==> src/rtl/mul_div_unit.sv <==
// mul_div_unit: sequential signed WIDTH x WIDTH multiply / divide engine.
//   Multiply: radix-2 Booth, exact 2*WIDTH-bit two's-complement product.
//   Divide:   non-restoring on operand magnitudes, signs fixed up afterwards
//             (truncation toward zero, remainder carries the dividend's sign).
// Ports:
//   clock        rising-edge clock
//   clear        asynchronous active-high reset
//   start        request, sampled only while idle
//   op           0 = signed multiply, 1 = signed divide
//   a            multiplicand / dividend
//   b            multiplier / divisor
//   busy         high whenever the engine is not idle
//   done         one-cycle pulse, result valid
//   result       mul: {product_hi, product_lo}; div: {remainder, quotient}
//   div_by_zero  valid with done; divide with b = 0
module mul_div_unit #(
  parameter int unsigned WIDTH = 32
) (
  input  logic                 clock,
  input  logic                 clear,
  input  logic                 start,
  input  logic                 op,
  input  logic [WIDTH-1:0]     a,
  input  logic [WIDTH-1:0]     b,
  output logic                 busy,
  output logic                 done,
  output logic [2*WIDTH-1:0]   result,
  output logic                 div_by_zero
);

  localparam int unsigned CW = (WIDTH > 1) ? $clog2(WIDTH) : 1;

  typedef enum logic [1:0] {
    IDLE,
    RUN,
    FIX,
    DONE
  } state_t;

  state_t             state_q;
  logic               op_q;
  logic               a_neg_q;
  logic               b_neg_q;
  logic [CW-1:0]      cnt_q;
  // Booth: acc/q/qm1 form the shifting {A, Q, Q-1} triple, m_q holds the
  // multiplicand. Divide: acc is the partial remainder, q the dividend
  // shifting out while quotient bits shift in, m_q the divisor magnitude.
  logic [WIDTH:0]     acc_q;
  logic [WIDTH-1:0]   q_q;
  logic               qm1_q;
  logic [WIDTH-1:0]   m_q;
  logic               busy_q;
  logic               done_q;
  logic [2*WIDTH-1:0] result_q;
  logic               dbz_q;

  logic [WIDTH:0]     acc_d;
  logic [WIDTH-1:0]   q_d;
  logic               qm1_d;
  logic [WIDTH:0]     step_sum;
  logic [WIDTH:0]     div_shift;

  logic [WIDTH-1:0]   a_mag;
  logic [WIDTH-1:0]   b_mag;

  logic [WIDTH:0]     rem_fix;
  logic [WIDTH-1:0]   quo_s;
  logic [WIDTH-1:0]   rem_s;
  logic [2*WIDTH-1:0] fin_d;

  // Operand magnitudes; the most negative value maps to 2^(WIDTH-1), which
  // is representable as an unsigned WIDTH-bit number.
  always_comb begin
    a_mag = a[WIDTH-1] ? -a : a;
    b_mag = b[WIDTH-1] ? -b : b;
  end

  // One iteration of the selected algorithm.
  always_comb begin
    acc_d     = acc_q;
    q_d       = q_q;
    qm1_d     = qm1_q;
    step_sum  = acc_q;
    div_shift = {acc_q[WIDTH-1:0], q_q[WIDTH-1]};
    if (!op_q) begin
      case ({q_q[0], qm1_q})
        2'b01:   step_sum = acc_q + {m_q[WIDTH-1], m_q};
        2'b10:   step_sum = acc_q - {m_q[WIDTH-1], m_q};
        default: step_sum = acc_q;
      endcase
      acc_d = {step_sum[WIDTH], step_sum[WIDTH:1]};
      q_d   = {step_sum[0], q_q[WIDTH-1:1]};
      qm1_d = q_q[0];
    end else begin
      // The partial remainder stays within [-D, D), so its top two bits are
      // equal and dropping acc_q[WIDTH] in the shift loses nothing.
      if (acc_q[WIDTH]) begin
        step_sum = div_shift + {1'b0, m_q};
      end else begin
        step_sum = div_shift - {1'b0, m_q};
      end
      acc_d = step_sum;
      q_d   = {q_q[WIDTH-2:0], ~step_sum[WIDTH]};
      qm1_d = 1'b0;
    end
  end

  // Finalization applied on the FIX edge.
  always_comb begin
    rem_fix = acc_q[WIDTH] ? (acc_q + {1'b0, m_q}) : acc_q;
    quo_s   = (a_neg_q ^ b_neg_q) ? -q_q : q_q;
    rem_s   = a_neg_q ? -rem_fix[WIDTH-1:0] : rem_fix[WIDTH-1:0];
    if (op_q) begin
      fin_d = {rem_s, quo_s};
    end else begin
      fin_d = {acc_q[WIDTH-1:0], q_q};
    end
  end

  always_ff @(posedge clock or posedge clear) begin
    if (clear) begin
      state_q  <= IDLE;
      op_q     <= 1'b0;
      a_neg_q  <= 1'b0;
      b_neg_q  <= 1'b0;
      cnt_q    <= '0;
      acc_q    <= '0;
      q_q      <= '0;
      qm1_q    <= 1'b0;
      m_q      <= '0;
      busy_q   <= 1'b0;
      done_q   <= 1'b0;
      result_q <= '0;
      dbz_q    <= 1'b0;
    end else begin
      case (state_q)
        IDLE: begin
          if (start) begin
            op_q    <= op;
            a_neg_q <= a[WIDTH-1];
            b_neg_q <= b[WIDTH-1];
            cnt_q   <= '0;
            busy_q  <= 1'b1;
            acc_q   <= '0;
            qm1_q   <= 1'b0;
            if (op && (b == '0)) begin
              result_q <= {a, {WIDTH{1'b1}}};
              dbz_q    <= 1'b1;
              done_q   <= 1'b1;
              state_q  <= DONE;
            end else begin
              dbz_q   <= 1'b0;
              state_q <= RUN;
              if (op) begin
                q_q <= a_mag;
                m_q <= b_mag;
              end else begin
                q_q <= b;
                m_q <= a;
              end
            end
          end
        end
        RUN: begin
          acc_q <= acc_d;
          q_q   <= q_d;
          qm1_q <= qm1_d;
          cnt_q <= cnt_q + CW'(1);
          if (cnt_q == CW'(WIDTH - 1)) begin
            state_q <= FIX;
          end
        end
        FIX: begin
          result_q <= fin_d;
          done_q   <= 1'b1;
          state_q  <= DONE;
        end
        DONE: begin
          done_q  <= 1'b0;
          busy_q  <= 1'b0;
          state_q <= IDLE;
        end
        default: begin
          state_q <= IDLE;
          busy_q  <= 1'b0;
          done_q  <= 1'b0;
        end
      endcase
    end
  end

  assign busy        = busy_q;
  assign done        = done_q;
  assign result      = result_q;
  assign div_by_zero = dbz_q;

endmodule

==> config.mk <==
export PLATFORM = sky130hd
export DESIGN_NAME = mul_div_unit
export DESIGN_NICKNAME = d
export VERILOG_FILES = /design/src/rtl/mul_div_unit.sv
export SDC_FILE = /design/constraint.sdc
export NUM_CORES = 1
export LEC_CHECK = 0
export CORE_MARGIN = 1
export CORE_UTILIZATION = 65
export DETAILED_ROUTE_END_ITERATION = 10
export DONT_BUFFER_PORTS = 1
export GPL_TIMING_DRIVEN = 0
export PLACE_DENSITY_LB_ADDON = 0.25
export SYNTH_ARGS = -nofsm -noshare
export SYNTH_HDL_FRONTEND = slang
export SYNTH_SLANG_ARGS = --single-unit
==> constraint.sdc <==
create_clock -name clock -period 7.7 [get_ports clock]
set_clock_uncertainty 0.2 [all_clocks]
set_input_delay 0.77 -clock clock [delete_from_list [all_inputs] [get_ports clock]]
set_output_delay 0.77 -clock clock [all_outputs]
set_load 0.01 [all_outputs]
* Word-level counts from Yosys, hierarchy flattened
Cells that the tools add are included.
** Word-level totals
- Input bits :: 68
- Word-level logic and storage cells :: 87
- Bits in registers :: 175
- Output and inout bits :: 67
** Cells by class
- Reductions and logical operators :: 15
- $add $sub $neg :: 10
- Bitwise logic cells :: 3
- Eq/ne operators :: 10
- Mux-type cells :: 36
** Operator list (count)
- 32-bit two-way mux :: 10
- 64-bit two-way mux :: 3
- 33-bit two-way mux :: 4
- 33-bit one-hot mux with 2 select lines :: 2
- 32-bit negation :: 4
- 64-bit one-hot mux with 2 select lines :: 1
- 32-bit one-hot mux with 2 select lines :: 1
- 33-bit by 32-bit adder with 33-bit output :: 1
- 33-bit adder :: 1
- 33-bit by 32-bit subtractor with 33-bit output :: 1
- 33-bit subtractor :: 1
- 32-bit adder :: 1
- 32-bit zero test :: 1
- 3-bit AND reduction :: 4
- 5-bit one-hot mux with 2 select lines :: 1
- 2-bit != test, second input constant :: 4
- 2-bit one-hot mux with 4 select lines :: 1
- 2-bit AND reduction :: 4
- 2-bit == test, second input constant :: 3
- 1-bit two-way mux :: 6
- 2-bit two-way mux :: 3
- 2-bit nonzero test :: 3
- 5-bit by 1-bit adder with 5-bit output, second input constant :: 1
- 5-bit == test, second input constant :: 1
- 9 further kinds :: 12

* Depth between registers and ports, before layout
Gate-level depths: netlist of the first run.
- Word-level depth :: 6
- Gate-level depth with buffers :: 25

* Worst setup path before layout of the first run
OpenSTA, ideal clock, no wires.
- Path kind :: flip-flop to flip-flop
- Start :: register acc_q[32]
- End :: register acc_q[18]
- Data required time :: 7.378 ns
- Clock period less this slack :: 5.888 ns
- Path buffers :: 10
- Cell stages (with the launch flop) :: 25
- Arrival time :: 5.566 ns
- Setup slack :: 1.812 ns
- Path through :: dfrtp_1 > buf_2 > buf_2 > buf_1 > clkbuf_1 > clkbuf_1 > buf_1 > clkbuf_1 > clkbuf_1 > buf_1 > nor2_1 > xor2_1 > ha_1 > clkbuf_1 > a21o_1 > a21o_1 > a21oi_1 > o21ai_0 > a21oi_1 > a21boi_0 > o21a_1 > o21a_1 > or4_1 > a31o_2 > a32o_1
** On the way
- Word-level cells in the longest chain between the ends :: 4
** RTL lines
- start, declared :: RTL line 48 : logic [WIDTH:0] acc_q;
- start signal, assigned :: RTL line 127 : acc_q <= '0;
- start signal, assigned :: RTL line 144 : acc_q <= '0;
- start signal, assigned :: RTL line 165 : acc_q <= acc_d;
- 33-bit two-way mux :: RTL line 97 : if (acc_q[WIDTH]) begin
- 33-bit two-way mux (2 in series) :: RTL line 85 : if (!op_q) begin
- 33-bit one-hot mux with 2 select lines :: RTL line 136 : case (state_q)
Every way passes these cells. The select of a mux whose other input is x is not followed.
A chain may end at the register's enable or synchronous reset.

* Worst setup path after layout of the first run
- Start :: register acc_q[32]
- End :: register q_q[0]
** On the way
- Word-level cells in the longest chain between the ends :: 5
** RTL lines
- 33-bit two-way mux :: RTL line 97
- 33-bit two-way mux :: RTL line 85
- 1-bit NOT :: RTL line 103 : q_d = {q_q[WIDTH-2:0], ~step_sum[WIDTH]};
- 32-bit two-way mux :: RTL line 85
- 32-bit one-hot mux with 2 select lines :: RTL line 136
- end signal, assigned :: RTL line 155 : q_q <= a_mag;
- end signal, assigned :: RTL line 166 : q_q <= q_d;
- end, declared :: RTL line 49 : logic [WIDTH-1:0] q_q;
Every way passes these cells. The select of a mux whose other input is x is not followed.

==> summary.md, run 1 <==
| Metric | Value |
|---|---|
| Result of the run | `complete, no violations` |
| Final total negative setup slack | `0 ns` |
| Arrival time of data at the critical path endpoint | `7.50 ns` |
| Library cell with the largest summed area after synthesis | `sky130_fd_sc_hd__dfrtp_1` |
| Top flip-flop cell by instance count after synthesis | `sky130_fd_sc_hd__dfrtp_1` |
| Clk Latency, worst-skew pair | `0.45 ns` |
| Routed vias | `19450` |
| Final critical-path share of the clock period | `0.9523` |
| Number of warnings printed during yosys synthesis | `0` |
| Critical path buffer and inverter count | `8` |
| Largest stage delay on the critical path | `0.60 ns` |
| Number of antenna violations at the first check in global routing | `1` |
| Cell at the root of the clock tree | `sky130_fd_sc_hd__clkbuf_16` |
| Worst Tran Pin Value | `1.147 ns` |
| Vias in the first global route | `18780` |
| F_max | `0.1364 GHz` |
| Number of placed I/O pins | `135` |
| Max-slew violations | `0` |
| Required time at the worst-slack endpoint | `7.86 ns` |
| Total of buffers placed on input and output ports | `0` |
| Post-synthesis net count | `2636` |
| Startpoint of the worst-slack reg-to-reg timing path | `acc_q[32]$_DFFE_PP0P_` |
| CTS tree | `built` |
| Number of synthesized register bits | `175` |
| Hold-fix buffers at CTS | `0` |
| Register-to-register setup slack | `0.37 ns` |
| Number of rows in the core area | `61` |
| Biggest fanout along the worst timing path | `28` |
| Final hold viol count | `0` |
| Sum of overflow across all layers after global routing | `0` |
| Share of flip-flops with an asynchronous set or reset after synthesis | `1.000` |
| Fraction of layout instances using a drive strength above 1 | `0.03538` |
| CP startpoint kind | `register` |
| Aggregate global-route resource usage | `0.4635` |
| Crit Path Class | `register to register` |
| Sequential element share of the synthesized area | `0.2388` |
| Deepest clock path buffer count | `2` |
| Cell class contributing the biggest share of worst-path delay | `buffers and inverters` |
| Slowest cell on the critical path | `sky130_fd_sc_hd__buf_2` |
| Die height | `170.0 um` |
| Placeable core region | `27780 sq um` |
| DIE AREA | `28890 sq um` |
| Worst-case setup slack after placement | `-1.051 ns` |
| Die width | `170.0 um` |
| Mapped cell area | `18340 sq um` |
| Detailed placement HPWL | `52180 um` |
| Initial core utilization | `0.6601` |
| GPL Wtd Cong | `1.099` |
| Total number of nets in the final design | `2654` |
| Slew HR | `0.2355` |
| Total CTS buffers | `17` |
| Share of the synthesized area in the top cell type | `0.2388` |
| Worst reg2reg path depth | `23` |
| Clock sinks | `175` |
| Final antenna-violating net count | `0` |
| Setup violation total in the final timing report | `0` |
| PnR worst setup slack | `0.3673 ns` |
| H-tree levels | `4` |
| Average footprint of a synthesized cell | `7.461 sq um` |
| Number of enable flip-flop cells after synthesis | `0` |
| Final std cells w/o fill | `2866` |
| Top cells by area, synth | `sky130_fd_sc_hd__dfrtp_1, sky130_fd_sc_hd__o21ai_0, sky130_fd_sc_hd__ha_1, sky130_fd_sc_hd__xor2_1, sky130_fd_sc_hd__nand2_1` |
| Setup crit end kind | `register` |
| Instance count of the mapped netlist | `2458` |
| # fillers | `2348` |
| Cells traversed along the worst timing path | `buf_2, buf_2, buf_1, clkbuf_1, buf_2, clkbuf_2, buf_1, nor2_1, xor2_1, ha_1, clkbuf_1, a21o_1, a21o_1, a21oi_1, o21ai_0, a21oi_1, nand2_1, a21oi_1, o21ai_1, mux2i_1, a21oi_2, nor2_1, o31ai_1` |
| Worst flop-to-flop path endpoint | `q_q[0]$_DFFE_PP0P_` |
| Vias per Instance | `6.787` |
| Post-layout min period | `7.333 ns` |
| Min-Delay Path Class | `primary input to async pin` |
| 1st-pass router iterations | `6` |
| RSZ-0062 raised after global routing | `no` |
| Detailed Route Iter0 Violations | `1901` |
| Wire length per cell after detailed routing | `23.32 um` |
| Cell count after placement | `2837` |
| Area Growth Syn to Fin | `5.854%` |
| Largest net degree at the start of global routing | `103` |
| Post-synth cell types | `90` |
| Final-layout worst hold slack | `0.01581 ns` |
| Post-detailed-route DRC marker count | `0` |
| Max cap viols | `0` |
| WL final | `66840 um` |
| Global-route wire length before repair | `101800 um` |
| Clock-pin slew of the registers on the worst-case setup and hold paths | `0.07 ns` |
cells by family after synthesis:
family          synth area share
compound gates            0.2831
mux                      0.03957
simple gates              0.2106
xor+xnor                  0.1089
flops                     0.2388
buf+inv                  0.04271
fa+ha+maj                0.07628
cells in the mapped netlist (9+ instances only):
master,count
sky130_fd_sc_hd__nor4_1,17
sky130_fd_sc_hd__or4_1,16
sky130_fd_sc_hd__o41ai_1,11
sky130_fd_sc_hd__nor3b_1,11
sky130_fd_sc_hd__nand2_1,301
sky130_fd_sc_hd__nand4_1,17
sky130_fd_sc_hd__a21oi_1,225
sky130_fd_sc_hd__o21bai_1,9
sky130_fd_sc_hd__o21ai_0,281
sky130_fd_sc_hd__o21a_1,16
sky130_fd_sc_hd__buf_2,11
sky130_fd_sc_hd__xnor2_1,96
sky130_fd_sc_hd__inv_1,48
sky130_fd_sc_hd__or3_1,31
sky130_fd_sc_hd__a31oi_1,34
sky130_fd_sc_hd__o211ai_1,24
sky130_fd_sc_hd__buf_1,18
sky130_fd_sc_hd__mux2_2,12
sky130_fd_sc_hd__nand2b_1,27
sky130_fd_sc_hd__a211oi_1,28
sky130_fd_sc_hd__mux2i_1,59
sky130_fd_sc_hd__a21o_1,67
sky130_fd_sc_hd__xor2_1,132
sky130_fd_sc_hd__and3_1,22
sky130_fd_sc_hd__ha_1,107
sky130_fd_sc_hd__nand3_1,31
sky130_fd_sc_hd__nor2_1,247
sky130_fd_sc_hd__o31ai_1,33
sky130_fd_sc_hd__a22o_1,13
sky130_fd_sc_hd__clkbuf_1,125
sky130_fd_sc_hd__nor2b_1,23
sky130_fd_sc_hd__nor3_1,48
sky130_fd_sc_hd__dfrtp_1,175
area by class of cell:
type | instances | area [sq um] | share of cell area
Clock buffer | 22 | 474.2 | 0.02443
Clock inverter | 8 | 85.08 | 0.004383
Sequential cell | 175 | 4379 | 0.2256
Timing Repair Buffer | 1 | 27.53 | 0.001418
Inverter | 51 | 198.9 | 0.01025
Antenna cell | 1 | 2.502 | 0.0001289
Tap cell | 378 | 473.0 | 0.02436
Multi-Input combinational cell | 2078 | 13190 | 0.6792
Buffer | 152 | 586.8 | 0.03023
through the flow:
| step | instance area (sq um) | util |
|---|---|---|
| floorplan | 18340 | - |
| global placement | 18810 | 0.6771 |
| detailed placement | 18850 | 0.6784 |
| CTS | 19400 | 0.6985 |
| global route | 19410 | 0.6987 |
| finish | 19410 | 0.6987 |
routing by layer:
metal / up-vias / track usage / wire, um
met2: 1234 / 0.7277 / 29310
met5: - / 0 / 0
li1: 8902 / - / -
met4: 0 / 0.3474 / 5306
met1: 8996 / 0.5238 / 23720
met3: 320 / 0.1549 / 8505
flip-flops by register name, summed over array words and instances, names as in the netlist, 2 cells and up:
signal	cells
result	64
acc_q	33
m_q	32
q_q	32
cnt_q	5
state_q	2
cell usage in the layout, fill, tap and decap left out, types with 24 or more instances in the layout:
| master | n |
|---|---|
| sky130_fd_sc_hd__a21oi_1 | 224 |
| sky130_fd_sc_hd__mux2i_1 | 59 |
| sky130_fd_sc_hd__xor2_1 | 132 |
| sky130_fd_sc_hd__a211oi_1 | 28 |
| sky130_fd_sc_hd__ha_1 | 107 |
| sky130_fd_sc_hd__nand2_1 | 301 |
| sky130_fd_sc_hd__inv_1 | 47 |
| sky130_fd_sc_hd__xnor2_1 | 96 |
| sky130_fd_sc_hd__o31ai_1 | 33 |
| sky130_fd_sc_hd__nand3_1 | 31 |
| sky130_fd_sc_hd__nor3_1 | 48 |
| sky130_fd_sc_hd__o211ai_1 | 24 |
| sky130_fd_sc_hd__a21o_1 | 67 |
| sky130_fd_sc_hd__a31oi_1 | 34 |
| sky130_fd_sc_hd__dfrtp_1 | 175 |
| sky130_fd_sc_hd__nor2_1 | 247 |
| sky130_fd_sc_hd__nand2b_1 | 27 |
| sky130_fd_sc_hd__clkbuf_1 | 124 |
| sky130_fd_sc_hd__or3_1 | 31 |
| sky130_fd_sc_hd__o21ai_0 | 280 |
worst max path at each step:
stage / startpoint / to / slack [ns] / cells after the start
floorplan: acc_q[32]$_DFFE_PP0P_ / acc_q[18]$_DFFE_PP0P_ / 1.81 / 24
global placement: acc_q[32]$_DFFE_PP0P_ / q_q[0]$_DFFE_PP0P_ / -0.93 / 24
detailed placement: acc_q[32]$_DFFE_PP0P_ / q_q[0]$_DFFE_PP0P_ / -1.05 / 24
CTS: acc_q[32]$_DFFE_PP0P_ / q_q[0]$_DFFE_PP0P_ / 0.06 / 23
global route: m_q[1]$_DFFE_PP0P_ / acc_q[32]$_DFFE_PP0P_ / 0.02 / 24
finish: acc_q[32]$_DFFE_PP0P_ / q_q[0]$_DFFE_PP0P_ / 0.37 / 23
timing repair:
item	CTS	global route
resized for setup	3	3
buffers inserted	0	0
setup endpoints to repair	17	4
worst reg2reg max path, delay by kind of cell, from the launching register on:
family / cells / cell delay [ns]
buffers and inverters: 8 / 3.34
AO/OA/AOI/OAI: 9 / 2.24
flip-flops: 1 / 0.45
adder cells (fa/ha/maj): 1 / 0.29
AND/OR/NAND/NOR: 3 / 0.36
XOR/XNOR: 1 / 0.17
multiplexers: 1 / 0.21
Power of run 1 is not shown: default switching activity piles up to over one toggle a cycle in this logic, so the estimate is an artifact.
==> run 2, diff against run 1 <==
Settings changed: CORE_MARGIN 1 to 2, MAX_ROUTING_LAYER set to met4, SLEW_MARGIN set to 20.
==> run 2 against run 1 <==
Maximum frequency down 3.9%. Critical path type unchanged. First-iteration DRC count up 26%. Critical path depth down 1. Design area up 0.25%. Largest cell class unchanged. Register-to-register slack worse by 0.30 ns. Die area up 2.4%.
==> summary.md, run 2 (synthesis gave the netlist of run 1 again) <==
| Metric | Value |
|---|---|
| Result of the run | `complete, no violations` |
| Largest register FFs | `64 (unchanged)` |
| Number of rows in the core area | `61 (unchanged)` |
| Max-slew violations | `0 (unchanged)` |
| Detailed placement HPWL | `54720 um (+4.9%)` |
| Post-detailed-route DRC marker count | `0 (unchanged)` |
| Worst Tran Pin Value | `1.288 ns (+0.1408 ns)` |
| Biggest fanout along the worst timing path | `19 (-32%)` |
| Deepest clock path buffer count | `2 (unchanged)` |
| Vias per Instance | `6.941 (+2.3%)` |
| Beginning of the critical path | `acc_q[32]$_DFFE_PP0P_` |
| Number of placed I/O pins | `135 (unchanged)` |
| Vias in the first global route | `18940 (+0.84%)` |
| Final std cells w/o fill | `2871 (+0.17%)` |
| Clk Latency, worst-skew pair | `0.47 ns (+0.02 ns)` |
| Clock sinks | `175 (unchanged)` |
| Post-layout min period | `7.632 ns (+0.2994 ns)` |
| Arrival time of data at the critical path endpoint | `7.80 ns (+0.30 ns)` |
| Hold EP | `qm1_q$_DFFE_PP0P_` |
| Setup repair bufs after CTS | `0 (unchanged)` |
| Slowest cell on the critical path | `sky130_fd_sc_hd__clkbuf_1` |
| H-tree levels | `4 (unchanged)` |
| Setup crit end kind | `register` |
| CTS tree | `built` |
| Final core utilization | `0.7005 (+0.001756)` |
| Detailed Route Iter0 Violations | `2390 (+26%)` |
| WL final | `70860 um (+6.0%)` |
| Wire length per cell after detailed routing | `24.68 um (+5.8%)` |
| Final antenna-violating net count | `0 (unchanged)` |
| GPL Wtd Cong | `1.076 (-2.1%)` |
| Total number of nets in the final design | `2656 (+0.075%)` |
| Area Growth Syn to Fin | `6.120%` |
| Aggregate global-route resource usage | `0.4911 (+0.02759)` |
| DIE AREA | `29570 sq um (+2.4%)` |
| Final critical-path share of the clock period | `0.9912 (+0.03888)` |
| Startpoint of the tightest hold check path | `qm1_q$_DFFE_PP0P_` |
| Cells traversed along the worst timing path | `buf_2, buf_2, clkbuf_2, clkbuf_2, clkbuf_1, clkbuf_2, buf_1, nor2_1, xor2_1, ha_1, and3_1, and3_1, nand3_1, nor3b_1, a211oi_1, o21ai_0, a21oi_1, o21ai_1, mux2i_1, a21oi_1, nor2_1, o31ai_1` |
| Worst Hold Path Cells | `2` |
| Global-route wire length before repair | `105800 um (+4.0%)` |
| Cell at the root of the clock tree | `sky130_fd_sc_hd__clkbuf_16` |
| Final hold viol count | `0 (unchanged)` |
| Cell count after placement | `2838 (+0.035%)` |
| Max cap viols | `0 (unchanged)` |
| Placeable core region | `27780 sq um (unchanged)` |
| CP startpoint kind | `register` |
| F_max | `0.1310 GHz (-3.9%)` |
| Die height | `172.0 um (+1.2%)` |
| Largest stage delay on the critical path | `0.59 ns (about the same)` |
| Min-Delay Path Class | `register to register` |
| Commonest non-fill, non-tap cell in the layout | `sky130_fd_sc_hd__nand2_1` |
| Required time at the worst-slack endpoint | `7.87 ns (about the same)` |
| Cell occurring most often along the worst timing path | `sky130_fd_sc_hd__clkbuf_2` |
| Slew HR | `0.1416 (-0.09389)` |
| Largest net degree at the start of global routing | `81 (-21%)` |
| RSZ-0062 raised after global routing | `yes` |
| Startpoint of the worst-slack reg-to-reg timing path | `acc_q[32]$_DFFE_PP0P_` |
| Total CTS buffers | `17 (unchanged)` |
| Number of antenna violations at the first check in global routing | `2 (+1)` |
| Register-to-register setup slack | `0.07 ns (-0.30 ns)` |
| Initial core utilization | `0.6601 (unchanged)` |
| 1st-pass router iterations | `7 (+1)` |
| Setup violation total in the final timing report | `0 (unchanged)` |
| Worst reg2reg path depth | `22 (-4.3%)` |
| Fraction of layout instances using a drive strength above 1 | `0.03774 (+0.002352)` |
| Die width | `172.0 um (+1.2%)` |
| Routed vias | `19930 (+2.4%)` |
| Clock-pin slew of the registers on the worst-case setup and hold paths | `0.08 ns (about the same)` |
| Cell class contributing the biggest share of worst-path delay | `buffers and inverters` |
| Critical path buffer and inverter count | `7 (-1)` |
| Worst-case setup slack after placement | `-1.633 ns (-0.5820 ns)` |
| Worst flop-to-flop path endpoint | `q_q[0]$_DFFE_PP0P_` |
| Sum of overflow across all layers after global routing | `0 (unchanged)` |
| PnR worst setup slack | `0.06793 ns (-0.2994 ns)` |
| Crit Path Class | `register to register` |
| Total of buffers placed on input and output ports | `0 (unchanged)` |
| Final-layout worst hold slack | `0.2805 ns (+0.2647 ns)` |
| Most frequent cells in the layout | `sky130_fd_sc_hd__nand2_1, sky130_fd_sc_hd__o21ai_0, sky130_fd_sc_hd__nor2_1` |
==> run 2: worst reg2reg max path, cell delays in order, from the launching register on <==
cell,delay (ns)
sky130_fd_sc_hd__dfrtp_1,0.41
sky130_fd_sc_hd__buf_2,0.31
sky130_fd_sc_hd__buf_2,0.47
sky130_fd_sc_hd__clkbuf_2,0.45
sky130_fd_sc_hd__clkbuf_2,0.58
sky130_fd_sc_hd__clkbuf_1,0.59
sky130_fd_sc_hd__clkbuf_2,0.46
sky130_fd_sc_hd__buf_1,0.44
sky130_fd_sc_hd__nor2_1,0.11
sky130_fd_sc_hd__xor2_1,0.17
sky130_fd_sc_hd__ha_1,0.43
sky130_fd_sc_hd__and3_1,0.25
sky130_fd_sc_hd__and3_1,0.19
sky130_fd_sc_hd__nand3_1,0.14
sky130_fd_sc_hd__nor3b_1,0.32
sky130_fd_sc_hd__a211oi_1,0.09
sky130_fd_sc_hd__o21ai_0,0.13
sky130_fd_sc_hd__a21oi_1,0.15
sky130_fd_sc_hd__o21ai_1,0.53
sky130_fd_sc_hd__mux2i_1,0.20
sky130_fd_sc_hd__a21oi_1,0.56
sky130_fd_sc_hd__nor2_1,0.12
sky130_fd_sc_hd__o31ai_1,0.24
==> run 2: worst max-delay path by stage <==
stage | to | slack (ns) | cells after the start
after floorplan | acc_q[18]$_DFFE_PP0P_ | 1.81 | 24
after global placement | q_q[0]$_DFFE_PP0P_ | -1.49 | 24
after detailed placement | q_q[0]$_DFFE_PP0P_ | -1.63 | 24
after CTS | q_q[0]$_DFFE_PP0P_ | 0.02 | 23
after global routing | acc_q[32]$_DFFE_PP0P_ | -0.11 | 24
final | q_q[0]$_DFFE_PP0P_ | 0.07 | 22
==> run 2: timing repair <==
item,CTS,global route
endpoints found under the setup margin,26,4
gates resized for setup,5,2
hold buffers,1,0
pin swaps,0,0
hold endpoints to repair,25,0
==> run 2: final cells by class <==
cell class	count	area [sq um]
Inverter	51	198.9
Tap cell	378	473.0
Antenna cell	2	5.005
Fill cell	2350	8320
Buffer	152	589.3
Clock inverter	13	118.9
Multi-Input combinational cell	2078	13190
Timing Repair Buffer	3	65.06
Sequential cell	175	4379
Clock buffer	19	442.9
==> run 2: per-stage QoR <==
stage	setup TNS (ns)	instance area (sq um)
after floorplan	0	18340
after global placement	-15.30	18810
after detailed placement	-18.05	18870
after CTS	0	19450
after global routing	-0.1144	19460
final	0	19460
==> run 2: routing by layer <==
layer | share of wire | vias to the layer above | wire length (um) | GRT usage
met5 | 0 | - | 0 | -
met4 | 0.078 | 0 | 5513 | 0.3237
met3 | 0.13 | 341 | 9225 | 0.1479
met2 | 0.43 | 1376 | 30720 | 0.7391
met1 | 0.36 | 9305 | 25410 | 0.5695
li1 | - | 8906 | - | -
Power of run 2 is left out for the same reason.
==> variant 1, RTL diff (settings of run 1) <==
Re-encode `state_t` (4 states) as Gray code, 2 bits wide.
--- a/src/rtl/mul_div_unit.sv
+++ b/src/rtl/mul_div_unit.sv
@@ -32,8 +32,8 @@
 
   typedef enum logic [1:0] {
-    IDLE,
-    RUN,
-    FIX,
-    DONE
+    IDLE = 2'b00,
+    RUN  = 2'b01,
+    FIX  = 2'b11,
+    DONE = 2'b10
   } state_t;
 
Function: same outputs for any inputs over 4 cycles, from zero or initial values; so few cycles prove little.
==> variant 1 against run 1 <==
Area after synthesis down 1.7%. Sequential cell count unchanged. Wire length up 4.9%. Critical path type unchanged. Largest cell class unchanged. Global-route usage up 3.0 points. Design area down 1.5%. Worst setup slack worse by 0.080 ns.
Power is left out: the tool's default activity adds up to more than one toggle a clock period on the data nets, which glitch-free logic cannot reach.
==> variant 1: results (changes against run 1) <==
Hold path
  – HP Class: in -> reg
  – WHS Path Cells: 2

Place
  – Worst slack, placed: -1.09 ns (-0.0421 ns)
  – Placed cells: 2,796 (-1.4%)
  – Detailed Place HPWL: 54.1 mm (+3.7%)
  – Routability Congestion: 1.04 (-5.2%)
  – Port Buffers: 0 (unchanged)

Clocking
  – Hold buffers post-CTS: 1 (+1)
  – Clock Latency Late Sink: ~0.46 ns
  – CTS Buffer Depth: 2 (unchanged)
  – Cts repair resizes: 3 (unchanged)
  – Post-CTS setup buffers: 0 (unchanged)
  – TritonCTS Buffers: 17 (unchanged)

Synthesis
  – Syn Inst Count: 2,423 (-1.4%)
  – XOR/XNOR Fraction of Synth Area: 11.7% (+0.82 points)
  – Commonest cells in the netlist: nand2_1, o21ai_0, a21oi_1, nor2_1, dfrtp_1
  – Post-Synth Adder-Cell Area: 7.48% (-0.14 points)
  – Synth Area in Compound Gates: 27.3% (-0.97 points)
  – Mux contribution to synthesized area: 3.13% (-0.83 points)
  – Synth top area cells: dfrtp_1, o21ai_0, ha_1, xor2_1, nand2_1
  – Post-synthesis sequential area ratio: 24.3% (+0.42 points)

Setup path
  – Slowest-stage cell, CP: o21ai_1
  – R2R Path End: acc_q[32]$_DFFE_PP0P_
  – Crit path max-delay family: compound AO/OA/AOI/OAI gates
  – Worst flop-to-flop path startpoint: acc_q[32]$_DFFE_PP0P_
  – FF-to-FF setup slack: 0.29 ns (-0.08 ns)
  – CP max FO: 19 (-32%)
  – CP arrival: 7.49 ns (about the same)
  – Worst-case reg-to-reg path depth: 20 (-13%)

GRT
  – Vias in the first global route: 18,900 (+0.52%)
  – Largest net degree at the start of global routing: 121 (+17%)
  – First-pass GRT wire length: 106 mm (+4.4%)
  – All-Layer GR Usage: 49.3% (+3.0 points)

Cells and area
  – Fraction of layout cells with a size suffix above 1: 3.46% (-0.076 points)
  – Nets: 2,616 (-1.4%)
  – Fillers: 2,236 (-4.8%)
  – N_diodes: 0 (-1)

STA
  – Relative slew slack: 25.5% (+2.0 points)
  – Fin Hold WS: 0.268 ns (+0.252 ns)

Outcome
  – Status: finished, final reports clean

Drt
  – DR pass1 iterations: 6 (unchanged)
  – Number of vias per cell: 6.93 (+2.2%)
  – Routed via count: 19,600 (+0.76%)
  – Avg WL per Cell: 24.8 um (+6.4%)
  – Initial DRC Count: 2,248 (+18%)
variant 1: cell count changes after synthesis, sizes merged, moves of 9 or more:
cell / before / now
or3: 32 / 17
o21ai: 284 / 271
mux2i: 59 / 48
a21o: 67 / 41
xnor2: 96 / 105
a31oi: 34 / 46
and2: 7 / 22
nand3: 32 / 46
nor2: 248 / 220
nand2: 301 / 313
variant 1: cell families (layout without fill, tap and decap cells):
| group | after synthesis | after routing |
|---|---|---|
| AND/OR/NAND/NOR | 833 | 833 |
| AO/OA/AOI/OAI | 802 | 802 |
| XOR/XNOR | 241 | 241 |
| buffers and inverters | 212 | 244 |
| flip-flops | 175 | 175 |
| adder cells (fa/ha/maj) | 106 | 106 |
| multiplexers | 54 | 54 |
variant 1: worst max path at each step:
stage,cells past startpoint,slack [ns],end
after floorplan,1,1.98,a_neg_q$_DFFE_PP0P_
after global placement,22,-1.09,acc_q[32]$_DFFE_PP0P_
after detailed placement,22,-1.09,acc_q[32]$_DFFE_PP0P_
after CTS,21,0.10,acc_q[32]$_DFFE_PP0P_
after global routing,20,0.14,acc_q[32]$_DFFE_PP0P_
final,20,0.29,acc_q[32]$_DFFE_PP0P_
variant 1: per-layer routing:
metal	GRT usage (%)	vias to the layer above	part of all wire (%)
li1	-	8723	-
met1	58.8	9124	36
met2	76.8	1398	43
met3	16.8	353	14
met4	30.4	2	6.9
met5	0	-	0.019
variant 1: final cells by class:
class                      count  area [um^2]  share of cell area [%]
multi-input combinational   2036        12800                    67.2
sequential                   175         4380                    22.9
buffer                       153          586                    3.06
tap                          372          465                    2.44
clock buffer                  18          429                    2.25
inverter                      57          221                    1.16
clock inverter                14          145                   0.759
timing repair buffer           2         37.5                   0.196
==> variant 2, RTL diff (settings of run 1) <==
Without the edit above. Set the parameter `WIDTH` to 16 (it was 32).
--- a/src/rtl/mul_div_unit.sv
+++ b/src/rtl/mul_div_unit.sv
@@ -15,5 +15,5 @@
 //   div_by_zero  valid with done; divide with b = 0
 module mul_div_unit #(
-  parameter int unsigned WIDTH = 32
+  parameter int unsigned WIDTH = 16
 ) (
   input  logic                 clock,
Ports: changed (resized a, b and result); port bits go from 135 to 71. The function was not compared with the original's and may differ.
==> variant 2 against run 1 <==
Die area fell by 50%. Wire length decreased by 57%. Non-clock buffer count shrank 90. Sequential share of layout area is 2.1 points higher. Count of clock-buffer cells in the layout down 13. Sequential cell count decreased by 81. Area after synthesis fell by 51%. Worst setup slack better by 1.7 ns. Core utilization rose by 1.5 points. Design area is 51% lower. Critical path type unchanged. Critical endpoint is now acc_q[13]$_DFFE_PP0P_.
==> variant 2: results (changes against run 1) <==
Clocking
  – TritonCTS Buffers: 9 (-8)
  – Post-CTS setup buffers: 0 (unchanged)
  – Clock Latency Late Sink: 0.36 ns (-0.09 ns)
  – Max H-tree Level: 3 (-1)
  – Cts repair resizes: 0 (-3)
  – CTS root buf: clkbuf_16

Synthesis
  – Commonest cells in the netlist: nand2_1, nor2_1, o21ai_0, dfrtp_1, a21oi_1
  – XOR/XNOR Fraction of Synth Area: 10.7% (-0.19 points)
  – Yosys cell types: 78 (-13%)
  – Synth Area in Compound Gates: 25.6% (-2.7 points)
  – Primary FF master, synth: dfrtp_1
  – Post-synthesis sequential area ratio: 26.1% (+2.2 points)
  – Async SR Flop Fraction: 100% (unchanged)
  – Syn nets: 1,247 (-53%)
  – Synth top area cells: dfrtp_1, ha_1, o21ai_0, xor2_1, nand2_1
  – Mux contribution to synthesized area: 4.49% (+0.53 points)
  – Post-Synth Adder-Cell Area: 8.72% (+1.1 points)
  – Yosys top cell area share: 26.1% (+2.2 points)

Setup path
  – Slowest-stage cell, CP: a2111oi_0
  – Critical Path Sink: acc_q[13]$_DFFE_PP0P_
  – CP max FO: 10 (-64%)
  – Crit path max-delay family: buffers and inverters
  – FF-to-FF setup slack: 2.03 ns (+1.66 ns)
  – CP arrival: 5.72 ns (-1.78 ns)
  – Slowest stage delay, CP: 0.61 ns
  – CP startpoint: acc_q[16]$_DFFE_PP0P_
  – Worst-case reg-to-reg path depth: 18 (-22%)

Drt
  – WL met3: 3.44 mm (-60%)
  – Routed via count: 9,111 (-53%)
  – DRT met1 WL: 11.9 mm (-50%)
  – Avg WL per Cell: 21.4 um (-8.4%)
  – DR pass1 iterations: 6 (unchanged)
  – Initial DRC Count: 1,251 (-34%)
  – Met2 wire len: 12.2 mm (-58%)

Outcome
  – Status: finished, final reports clean

GRT
  – GR Util met3: 8.94% (-6.6 points)
  – Met2 global-route usage: 60.3% (-12 points)
  – All-Layer GR Usage: 40.4% (-6.0 points)
  – Initial antenna violation count: 0 (-1)
  – M1 GR Usage: 57.0% (+4.6 points)
  – First-pass GRT wire length: 44.6 mm (-56%)
  – Most used routing layer: met2
  – Vias in the first global route: 8,284 (-56%)
  – Largest net degree at the start of global routing: 68 (-34%)
  – GRT overflow: 0 (unchanged)

STA
  – Least-Margin Pin Slew: 0.836 ns (-0.310 ns)

Cells and area
  – Fraction of layout cells with a size suffix above 1: 5.14% (+1.6 points)
  – Fillers: 1,103 (-53%)
  – Largest register FFs: 32 (-50%)
  – Nets: 1,259 (-53%)
  – N_diodes: 0 (-1)

Place
  – Routability Congestion: 0.996 (-9.4%)
  – DP Area: 9260 um^2 (-51%)
  – Detailed Place HPWL: 21.4 mm (-59%)

Power
  – Worst VDD drop: 0.266 mV
variant 2: cell count changes after synthesis, moves of 46 or more:
| cell | change |
|---|---|
| a21o_1 | -50 |
| a21oi_1 | -145 |
| clkbuf_1 | -81 |
| dfrtp_1 | -81 |
| ha_1 | -49 |
| nand2_1 | -163 |
| nor2_1 | -134 |
| o21ai_0 | -169 |
| xnor2_1 | -46 |
| xor2_1 | -72 |
variant 2: layout make-up:
class | count | share of cell area [%]
Clock inverter | 7 | 0.772
Inverter | 38 | 1.52
Sequential cell | 94 | 24.6
Multi-Input combinational cell | 956 | 65.6
Tap cell | 176 | 2.30
Clock buffer | 9 | 2.36
Timing Repair Buffer | 1 | 0.288
Buffer | 62 | 2.57
variant 2: cell families after synthesis:
kind of cell,Yosys count
multiplexers,39
buffers and inverters,100
AND/OR/NAND/NOR,388
flip-flops,94
adder cells (fa/ha/maj),61
AO/OA/AOI/OAI,358
XOR/XNOR,110
variant 2: power by group:
| part | internal [mW] | switching [mW] |
|---|---|---|
| clock network | 0.231 | 0.245 |
| registers | 0.713 | 0.362 |
| logic | 1.50 | 2.32 |
| total | 2.45 | 2.93 |
variant 2: metrics by stage:
stage / utilization [%] / setup slack [ns] / hold slack [ns] / instances / power [mW]
global route: 71.3 / 1.76 / 0.0857 / 1343 / 5.78
floorplan: - / 3.27 / 0.273 / 1150 / 3.86
global placement: 68.9 / 2.29 / 0.289 / 1326 / 4.66
detailed placement: 69.1 / 2.24 / 0.296 / 1327 / 4.76
CTS: 71.3 / 2.20 / 0.0810 / 1343 / 5.25
finish: 71.3 / 2.03 / 0.0606 / 1343 / 5.37
